### config.mk
export PLATFORM = sky130hd
export DESIGN_NAME = eth_frame_filter
export DESIGN_NICKNAME = d
export VERILOG_FILES = /design/src/rtl/eth_frame_filter.sv
export SDC_FILE = /design/constraint.sdc
export NUM_CORES = 1
export LEC_CHECK = 0
export BUFFER_PORTS_ARGS = -buffer_cell sky130_fd_sc_hd__buf_2
export CAP_MARGIN = 10
export CORE_MARGIN = 8
export CORE_UTILIZATION = 35
export CTS_BUF_LIST = sky130_fd_sc_hd__clkbuf_8
export DETAILED_ROUTE_END_ITERATION = 12
export GPL_ROUTABILITY_DRIVEN = 0
export PLACE_DENSITY_LB_ADDON = 0.25
export SETUP_SLACK_MARGIN = 0.2
export SLEW_MARGIN = 10
export SYNTH_ARGS = -nofsm -noshare
export SYNTH_HDL_FRONTEND = slang
export SYNTH_SLANG_ARGS = --single-unit
export TNS_END_PERCENT = 20
### constraint.sdc
create_clock -name clk -period 4.55 [get_ports clk]
set_input_delay 0.2275 -clock clk [delete_from_list [all_inputs] [get_ports clk]]
set_output_delay 0.2275 -clock clk [all_outputs]
set_load 0.01 [all_outputs]
### src/rtl/eth_frame_filter.sv
// Receive-side Ethernet frame filter: strips preamble/header/FCS, forwards accepted
// payload bytes to the FIFO write port, checks CRC-32 and keeps saturating stats.
module eth_frame_filter #(
   parameter logic [47:0] LOCAL_MAC    = 48'h00_0A_35_00_01_02,
   parameter bit          ACCEPT_BCAST = 1'b1,
   parameter logic [15:0] ETHERTYPE    = 16'h0000,
   parameter int          CNT_W        = 16
) (
   input  logic             clk,
   input  logic             rst,
   input  logic [7:0]       rx_data,
   input  logic             rx_valid,
   input  logic             rx_dv,
   input  logic             fifo_full,
   output logic [7:0]       out_data,
   output logic             out_valid,
   output logic             frame_done,
   output logic             crc_ok,
   output logic [CNT_W-1:0] frame_count,
   output logic [CNT_W-1:0] drop_count
);

   typedef enum logic [2:0] {IDLE, PREAMBLE, HEADER, PAYLOAD, DROP} state_t;

   localparam logic [5:0][7:0] MAC_B   = LOCAL_MAC;
   localparam logic [31:0]     RESIDUE = 32'hDEBB20E3;

   state_t           state_q, state_d;
   logic             rx_dv_q;
   logic [31:0]      crc_q, crc_d;
   logic [3:0]       hcnt_q, hcnt_d;
   logic             mac_loc_q, mac_loc_d, mac_bc_q, mac_bc_d;
   logic [7:0]       et_hi_q, et_hi_d;
   logic [3:0][7:0]  dl_q, dl_d;
   logic [3:0]       dl_vld_q, dl_vld_d;
   logic [2:0]       pcnt_q, pcnt_d;
   logic [7:0]       out_data_q, out_data_d;
   logic             out_valid_q, out_valid_d;
   logic             frame_done_q, frame_done_d;
   logic             crc_ok_q, crc_ok_d;
   logic [CNT_W-1:0] frame_cnt_q, frame_cnt_d, drop_cnt_q, drop_cnt_d;
   logic             dv_rise, dv_fall;

   function automatic logic [31:0] crc_byte(input logic [31:0] c, input logic [7:0] b);
      logic [31:0] r;
      r = c ^ {24'h0, b};
      for (int i = 0; i < 8; i++) r = r[0] ? ((r >> 1) ^ 32'hEDB88320) : (r >> 1);
      return r;
   endfunction

   assign dv_rise = !rx_dv_q && rx_dv;
   assign dv_fall = rx_dv_q && !rx_dv;

   always_comb begin
      state_d      = state_q;
      crc_d        = crc_q;
      hcnt_d       = hcnt_q;
      mac_loc_d    = mac_loc_q;
      mac_bc_d     = mac_bc_q;
      et_hi_d      = et_hi_q;
      dl_d         = dl_q;
      dl_vld_d     = dl_vld_q;
      pcnt_d       = pcnt_q;
      out_data_d   = out_data_q;
      out_valid_d  = 1'b0;
      frame_done_d = 1'b0;
      crc_ok_d     = crc_ok_q;
      frame_cnt_d  = frame_cnt_q;
      drop_cnt_d   = drop_cnt_q;
      case (state_q)
         IDLE: if (dv_rise) state_d = PREAMBLE;
         PREAMBLE: if (rx_valid) begin
            if (rx_data == 8'hD5) begin
               state_d   = HEADER;
               hcnt_d    = 4'd0;
               crc_d     = 32'hFFFFFFFF;
               mac_loc_d = 1'b1;
               mac_bc_d  = 1'b1;
            end else if (rx_data != 8'h55) begin
               state_d = DROP;
            end
         end
         HEADER: if (rx_valid) begin
            crc_d  = crc_byte(crc_q, rx_data);
            hcnt_d = hcnt_q + 4'd1;
            if (hcnt_q < 4'd6) begin
               mac_loc_d = mac_loc_q && (rx_data == MAC_B[3'd5 - hcnt_q[2:0]]);
               mac_bc_d  = mac_bc_q && (rx_data == 8'hFF);
            end
            if (hcnt_q == 4'd5 && !(mac_loc_d || (ACCEPT_BCAST && mac_bc_d))) state_d = DROP;
            if (hcnt_q == 4'd12) et_hi_d = rx_data;
            if (hcnt_q == 4'd13) begin
               state_d  = (ETHERTYPE != 16'h0 && {et_hi_q, rx_data} != ETHERTYPE) ? DROP : PAYLOAD;
               pcnt_d   = 3'd0;
               dl_vld_d = 4'b0;
            end
         end
         PAYLOAD: if (rx_valid) begin
            crc_d    = crc_byte(crc_q, rx_data);
            if (pcnt_q != 3'd4) pcnt_d = pcnt_q + 3'd1;
            // Four-byte delay line: whatever is still inside at frame end is the FCS.
            dl_d     = {dl_q[2:0], rx_data};
            dl_vld_d = {dl_vld_q[2:0], 1'b1};
            if (dl_vld_q[3]) begin
               if (fifo_full) begin
                  if (drop_cnt_q != '1) drop_cnt_d = drop_cnt_q + 1'b1;
               end else begin
                  out_valid_d = 1'b1;
                  out_data_d  = dl_q[3];
               end
            end
         end
         DROP: ;
         default: state_d = IDLE;
      endcase
      // A byte arriving with the falling edge has already been folded in above.
      if (dv_fall && state_q != IDLE) begin
         state_d  = IDLE;
         dl_vld_d = 4'b0;
         if (state_q == PAYLOAD) begin
            frame_done_d = 1'b1;
            crc_ok_d     = (pcnt_d >= 3'd4) && (crc_d == RESIDUE);
            if (crc_ok_d && frame_cnt_q != '1) frame_cnt_d = frame_cnt_q + 1'b1;
         end
      end
   end

   always_ff @(posedge clk or posedge rst) begin
      if (rst) begin
         state_q      <= IDLE;
         // Held high so a frame already in progress at reset release is not mistaken for a new one.
         rx_dv_q      <= 1'b1;
         crc_q        <= 32'hFFFFFFFF;
         hcnt_q       <= 4'd0;
         mac_loc_q    <= 1'b0;
         mac_bc_q     <= 1'b0;
         et_hi_q      <= 8'h0;
         dl_q         <= '0;
         dl_vld_q     <= 4'b0;
         pcnt_q       <= 3'd0;
         out_data_q   <= 8'h0;
         out_valid_q  <= 1'b0;
         frame_done_q <= 1'b0;
         crc_ok_q     <= 1'b0;
         frame_cnt_q  <= '0;
         drop_cnt_q   <= '0;
      end else begin
         state_q      <= state_d;
         rx_dv_q      <= rx_dv;
         crc_q        <= crc_d;
         hcnt_q       <= hcnt_d;
         mac_loc_q    <= mac_loc_d;
         mac_bc_q     <= mac_bc_d;
         et_hi_q      <= et_hi_d;
         dl_q         <= dl_d;
         dl_vld_q     <= dl_vld_d;
         pcnt_q       <= pcnt_d;
         out_data_q   <= out_data_d;
         out_valid_q  <= out_valid_d;
         frame_done_q <= frame_done_d;
         crc_ok_q     <= crc_ok_d;
         frame_cnt_q  <= frame_cnt_d;
         drop_cnt_q   <= drop_cnt_d;
      end
   end

   assign out_data    = out_data_q;
   assign out_valid   = out_valid_q;
   assign frame_done  = frame_done_q;
   assign crc_ok      = crc_ok_q;
   assign frame_count = frame_cnt_q;
   assign drop_count  = drop_cnt_q;

endmodule

### Word level (Yosys, flattened, before mapping)

Memory sizes are Yosys's and may differ from the RTL's.
Index checks and enable logic that the tools add are counted.

| cells by class | value |
|---|---|
| order comparisons | 3 |
| $mul | 0 |
| reductions and logical operators | 26 |
| eq/ne operators | 25 |
| div/mod/pow operators | 0 |
| multiplexer cells | 54 |
| $add $sub $neg | 5 |
| bitwise gates (word level) | 10 |
| shifts and indexed selects | 0 |

Operators with widths:

| operator | number |
|---|---|
| 2-to-1 mux 32 bit | 11 |
| NOT 13 -> 14 bit | 8 |
| one-hot mux 32 bit (2 select lines) | 1 |
| 2-to-1 mux 3 bit | 12 |
| adder 16 x 1 -> 16 bit, second input constant | 2 |
| == test 32 bit, second input constant | 1 |
| inequality test 16 bit, second input constant | 2 |
| XOR 32 x 8 -> 32 bit | 1 |
| 2-to-1 mux 4 bit | 7 |
| inequality test 3 bit, second input constant | 6 |
| == test 8 bit, second input constant | 2 |
| 2-to-1 mux 1 bit | 16 |
| one-hot mux 4 bit (2 select lines) | 2 |
| one-hot mux 3 bit (4 select lines) | 1 |
| AND reduction 4 bit | 3 |
| == test 8 bit | 1 |
| logical AND 1 bit | 8 |
| 2-to-1 mux 8 bit | 1 |
| inequality test 4 bit, second input constant | 2 |
| inequality test 8 x 7 -> 1 bit, second input constant | 1 |
| == test 3 x 2 -> 1 bit, second input constant | 2 |
| inequality test 2 bit, second input constant | 3 |
| one-hot mux 3 bit (2 select lines) | 1 |
| AND reduction 6 bit | 1 |
| other kinds (22) | 28 |

| word-level totals | value |
|---|---|
| bits in latches | 0 |
| flip-flop bits (word level) | 124 |
| bits of input ports | 13 |
| ROM bits | 64 |
| logic and storage cells | 142 |
| output and inout bits | 43 |
| memories | 1 |
| RAM bits | 0 |

Memory list:

| memory | depth | bits a word | rd ports | clocked after Yosys merged registers in | write ports | line | source |
|---|---|---|---|---|---|---|---|
| (no name shown) | 8 | 8 | 1 | 0 | 0 | 87 | `mac_loc_d = mac_loc_q && (rx_data == MAC_B[3'd5 - hcnt_q[2:0]]);` |

### Logic depth before layout (Yosys ltp)

| logic depth | value |
|---|---|
| word-level depth | 23 |
| mapped depth | 12 |
| mapped depth without buffers | 10 |

### Worst setup path before layout

OpenSTA, ideal clock, no wires.

| timing | value |
|---|---|
| path type | register to register |
| start point | register crc_q[5] |
| end point | register frame_cnt_q[1] (netlist: frame_count[1]) |
| setup time | 0.125 ns |
| arrival | 2.955 ns |
| stages on the path, launching flop included | 9 |
| path slack | 1.470 ns |
| clock period less this slack | 3.080 ns |
| path buffers | 0 |
| data required time | 4.425 ns |
| cell sequence | dfstp_2 > xor2_2 > xnor3_1 > xnor3_1 > mux2_4 > nor3b_4 > nand4b_4 > nor3_1 > mux2_2 |

| on the way | value |
|---|---|
| longest elaborated chain between the ends | 17 |
| elaborated cells on any way between the ends | 19 |
| classes of those cells | eq/ne (1); mux (12); bitwise (3); reduce/logical (3) |

Ends and longest elaborated chain:

| what | line | source |
|---|---|---|
| from (decl) | 30 | `logic [31:0] crc_q, crc_d;` |
| from (signal assigned) | 150 | `crc_q <= crc_d;` |
| XOR 32 x 8 -> 32 bit | 46 | `r = c ^ {24'h0, b};` |
| 2-to-1 mux 32 bit (6 in a row) | 47 | `for (int i = 0; i < 8; i++) r = r[0] ? ((r >> 1) ^ 32'hEDB88320) : (r >> 1);` |
| NOT 13 -> 14 bit (no source line) | n/a |  |
| 2-to-1 mux 32 bit | 47 |  |
| NOT 13 -> 14 bit (no source line) | n/a |  |
| 2-to-1 mux 32 bit | 47 |  |
| 2-to-1 mux 32 bit | 83, 98 |  |
| one-hot mux 32 bit (2 select lines) (*) | 70 | `case (state_q)` |
| == test 32 bit (*) | 122 | `crc_ok_d = (pcnt_d >= 3'd4) && (crc_d == RESIDUE);` |
| logical AND 1 bit (*) | 122 |  |
| logical AND 1 bit (*) | 123 | `if (crc_ok_d && frame_cnt_q != '1) frame_cnt_d = frame_cnt_q + 1'b1;` |
| AND reduction 3 bit (no source line) (*) | n/a |  |
| to (signal assigned) | 162 | `frame_cnt_q <= frame_cnt_d;` |
| to (decl) | 41 | `logic [CNT_W-1:0] frame_cnt_q, frame_cnt_d, drop_cnt_q, drop_cnt_d;` |

Mark *: on every way between the ends. The rest lies on a longest branch, timed or not.
A chain may end at the register's enable or synchronous reset.

### Final worst setup path

| timing | value |
|---|---|
| start point | register state_q[2] |
| end point | register frame_cnt_q[14] (netlist: frame_count[14]) |

| on the way | value |
|---|---|
| longest elaborated chain between the ends | 7 |
| elaborated cells on any way between the ends | 13 |
| classes of those cells | order compare (1); eq/ne (4); mux (2); reduce/logical (6) |

Ends and longest elaborated chain:

| what | line | source |
|---|---|---|
| from (decl) | 28 | `state_t state_q, state_d;` |
| from (signal assigned) | 148 | `state_q <= state_d;` |
| == test 3 x 2 -> 1 bit | 70 |  |
| OR reduction 2 bit (no source line) | n/a |  |
| one-hot mux 32 bit (2 select lines) (*) | 70 |  |
| named net crc_d[27] | 30 |  |
| == test 32 bit (*) | 122 |  |
| logical AND 1 bit (*) | 122 |  |
| logical AND 1 bit (*) | 123 |  |
| AND reduction 3 bit (no source line) (*) | n/a |  |

The timed path passes the listed nets; every way through them passes the cells marked *.

==> impl_metrics.ini <==
[floorplanning]
ios = 56
initial_utilization_pct = 35.4
die_w_um = 156
fp.coreArea_mm2 = 0.0193
rows = 51
fp.dieH_um = 156
die_area_mm2 = 0.0243

[clocking]
cts.clk_slew.worst_paths_ns = 0.08
cts_buffers = 17
post_cts_resized = 0
htreeDepth = 4
cts.sinks = 124
clockRootBuffer = clkbuf_8
clk_path_buf_depth = 2
insertion_delay_ns = 0.44
cts_tree = yes

[setup_path]
r2r_start = state_q[2]$_DFFE_PP0P_
critical_path.startpoint_type = flop
critPathRequiredTime_ns = 4.88
crit_start = state_q[2]$_DFFE_PP0P_
cp_max_fo = 17
crit_arrival_ns = 3.94
crit_path_end_kind = flop
r2r-end = frame_count[14]$_DFFE_PP0P_
rrSetupSlack_ns = 0.94
crit_type = reg2reg
reg2reg_depth = 8

[sta]
setup_violations = 0
slew-limit-headroom_pct = 45.3
fin_crit_ns = 3.61
min_period_over_period_pct = 79.3
fin_tns_setup_ns = 0
fin_worst_skew_ns = 0.0142
grt_setup_unrepaired = false
timing_hold_violations_final = 0
worstMarginPinSlew_ns = 0.821
finalMaxSlewViolations = 0
fmaxAchievable_mhz = 277

[grt]
antenna_found_initial = 0
groute.usage.overall_pct = 13.4
first_global_vias = 4776
grt_pass1_wl_um = 25700
grt_max_degree = 64
grt.overflow.total = 0

[synth]
syn_inst = 579
synth_largest_area_cell = dfrtp_1
ys_seq_area_share_pct = 46.0
yosys-top-cells-area = dfrtp_1 (33%), dfstp_2 (13%), mux2_2 (7.2%)
synth_area_per_cell_um2 = 11.8
synth.top_cell.area_share_pct = 33.3
yosysMostFrequentCell = dfrtp_1
synth_nets = 601
synth_seq_cells = 124
ys_types = 68
synthesis.area_mm2 = 0.00684
yosysWarnings = 0
synth-edff-count = 0
synthFlopType = dfrtp_1
synthArstFlopShare_pct = 100
yosys-top-cells-count = dfrtp_1 (91), nand2_1 (47), mux2_2 (44)

[routing]
remaining_drc_errors = 0
first_iter_violations = 258
viasPerCell = 5.02
wire_per_inst_um = 17.0
vias = 4590
wl_um = 15500
dr.pass1.iters = 5
drtAntennaViolNets = 0

[finish]
finalNetCount = 658
diodes = 0
final-instance-count-excl-fill = 914
synthToLayoutAreaGrowth_pct = 13.6
drive_gt1_share_pct = 31.6

[min_path]
hold-path-cell-count = 2
worst_hold_path_type = in2reg
hold_end = dl_q[6]$_DFFE_PP0P_
min_from = rx_data[6]

[power_and_ir_drop]
ir_drop_uv = 212
finalPower_uw = 2900
power_leakage_uw = 0.00367
power-per-cell-area_mw_per_mm2 = 374

[place]
placedCellCount = 880
port_buffers = 55
hpwl_um = 11200

[run]
cap_violations = 0

[status]
status = complete, no violations
power breakdown:
part | total (µW) | internal [µW] | switching (µW)
sequential | 1260 | 1180 | 73.8
combinational | 723 | 374 | 350
clock | 926 | 461 | 464
total | 2900 | 2020 | 888
cells in the final DEF, fill, tap and decap left out, types with 22 or more instances in the layout:
master / synthesis / layout
dfrtp_1: 91 / 91
buf_2: 4 / 55
nand2_1: 47 / 47
mux2_2: 44 / 44
xnor2_1: 37 / 37
dfstp_2: 33 / 33
xor2_1: 28 / 28
nor2_1: 22 / 22
nand3_1: 22 / 22
cell type report:
cell class,count,area [µm²]
clock buffers,19,262
clock inverters,13,118
fillers,1894,11600
inverters,16,62.6
multi-input cells,412,3490
flip-flops and latches,124,3140
well taps,265,332
repair buffers,65,355
layer usage:
layer	wire length, µm	track usage [%]	vias to the layer above
li1	-	-	2185
met1	7250	17.8	2301
met2	7210	20.8	86
met3	850	3.88	18
met4	214	3.84	0
met5	0	0	-
cell families after synthesis:
family                     Yosys count  share of synthesized area [%]
xor gates and xnor gates            95                           17.6
and+or+nand+nor                    173                           14.9
muxes                               52                           8.49
buffers and inverters               43                           2.93
AOI/OAI and AO/OA                   83                           8.51
DFF                                124                           46.0
adders and majority gates            9                           1.65
worst max-delay path, stage by stage (launching register included):
cell and delay (ns):
dfrtp_1 0.55, or3b_2 0.58, nor4_1 0.60, nand2_1 0.23, o211ai_1 0.17, o311a_1 0.26
nand4b_4 0.30, nor4_1 0.42, mux2_2 0.38
sequential cells by signal, summed over array words and instances (netlist names), named ones only:
signal       cells
mac_bc_q         1
dl_vld_q         4
crc_ok           1
frame_done       1
drop_count      16
crc_q           32
out_data         8
state_q          3
dl_q            32
rx_dv_q          1
frame_count     16
mac_loc_q        1
pcnt_q           2
out_valid        1
hcnt_q           4
stage by stage:
| step | hold WS (ns) | instance area, µm² | util (%) | setup WS (ns) |
|---|---|---|---|---|
| after floorplan | 0.232 | 6840 | - | 1.08 |
| after global placement | 0.358 | 7370 | 38.1 | 0.941 |
| after detailed placement | 0.361 | 7370 | 38.1 | 0.957 |
| after CTS | 0.126 | 7770 | 40.2 | 0.913 |
| after global routing | 0.125 | 7770 | 40.2 | 0.821 |
| final | 0.147 | 7770 | 40.2 | 0.944 |
how the worst max path moves through the flow:
| stage | to | slack [ns] |
|---|---|---|
| 2_1_floorplan | asynchronous set/reset pin | 1.08 |
| 3_3_place_gp | frame_count[1]$_DFFE_PP0P_ | 0.94 |
| 3_5_place_dp | frame_count[1]$_DFFE_PP0P_ | 0.96 |
| 4_1_cts | frame_count[14]$_DFFE_PP0P_ | 0.91 |
| 5_1_grt | frame_count[14]$_DFFE_PP0P_ | 0.82 |
| 6_report | frame_count[14]$_DFFE_PP0P_ | 0.94 |
repair_timing:
action / in CTS / in global routing
setup buffers: 0 / 0
setup endpoints to repair: 0 / 0
hold endpoints to repair: 53 / 0
hold buffers: 2 / 0
Note: power is estimated with default switching activity, not from simulation.
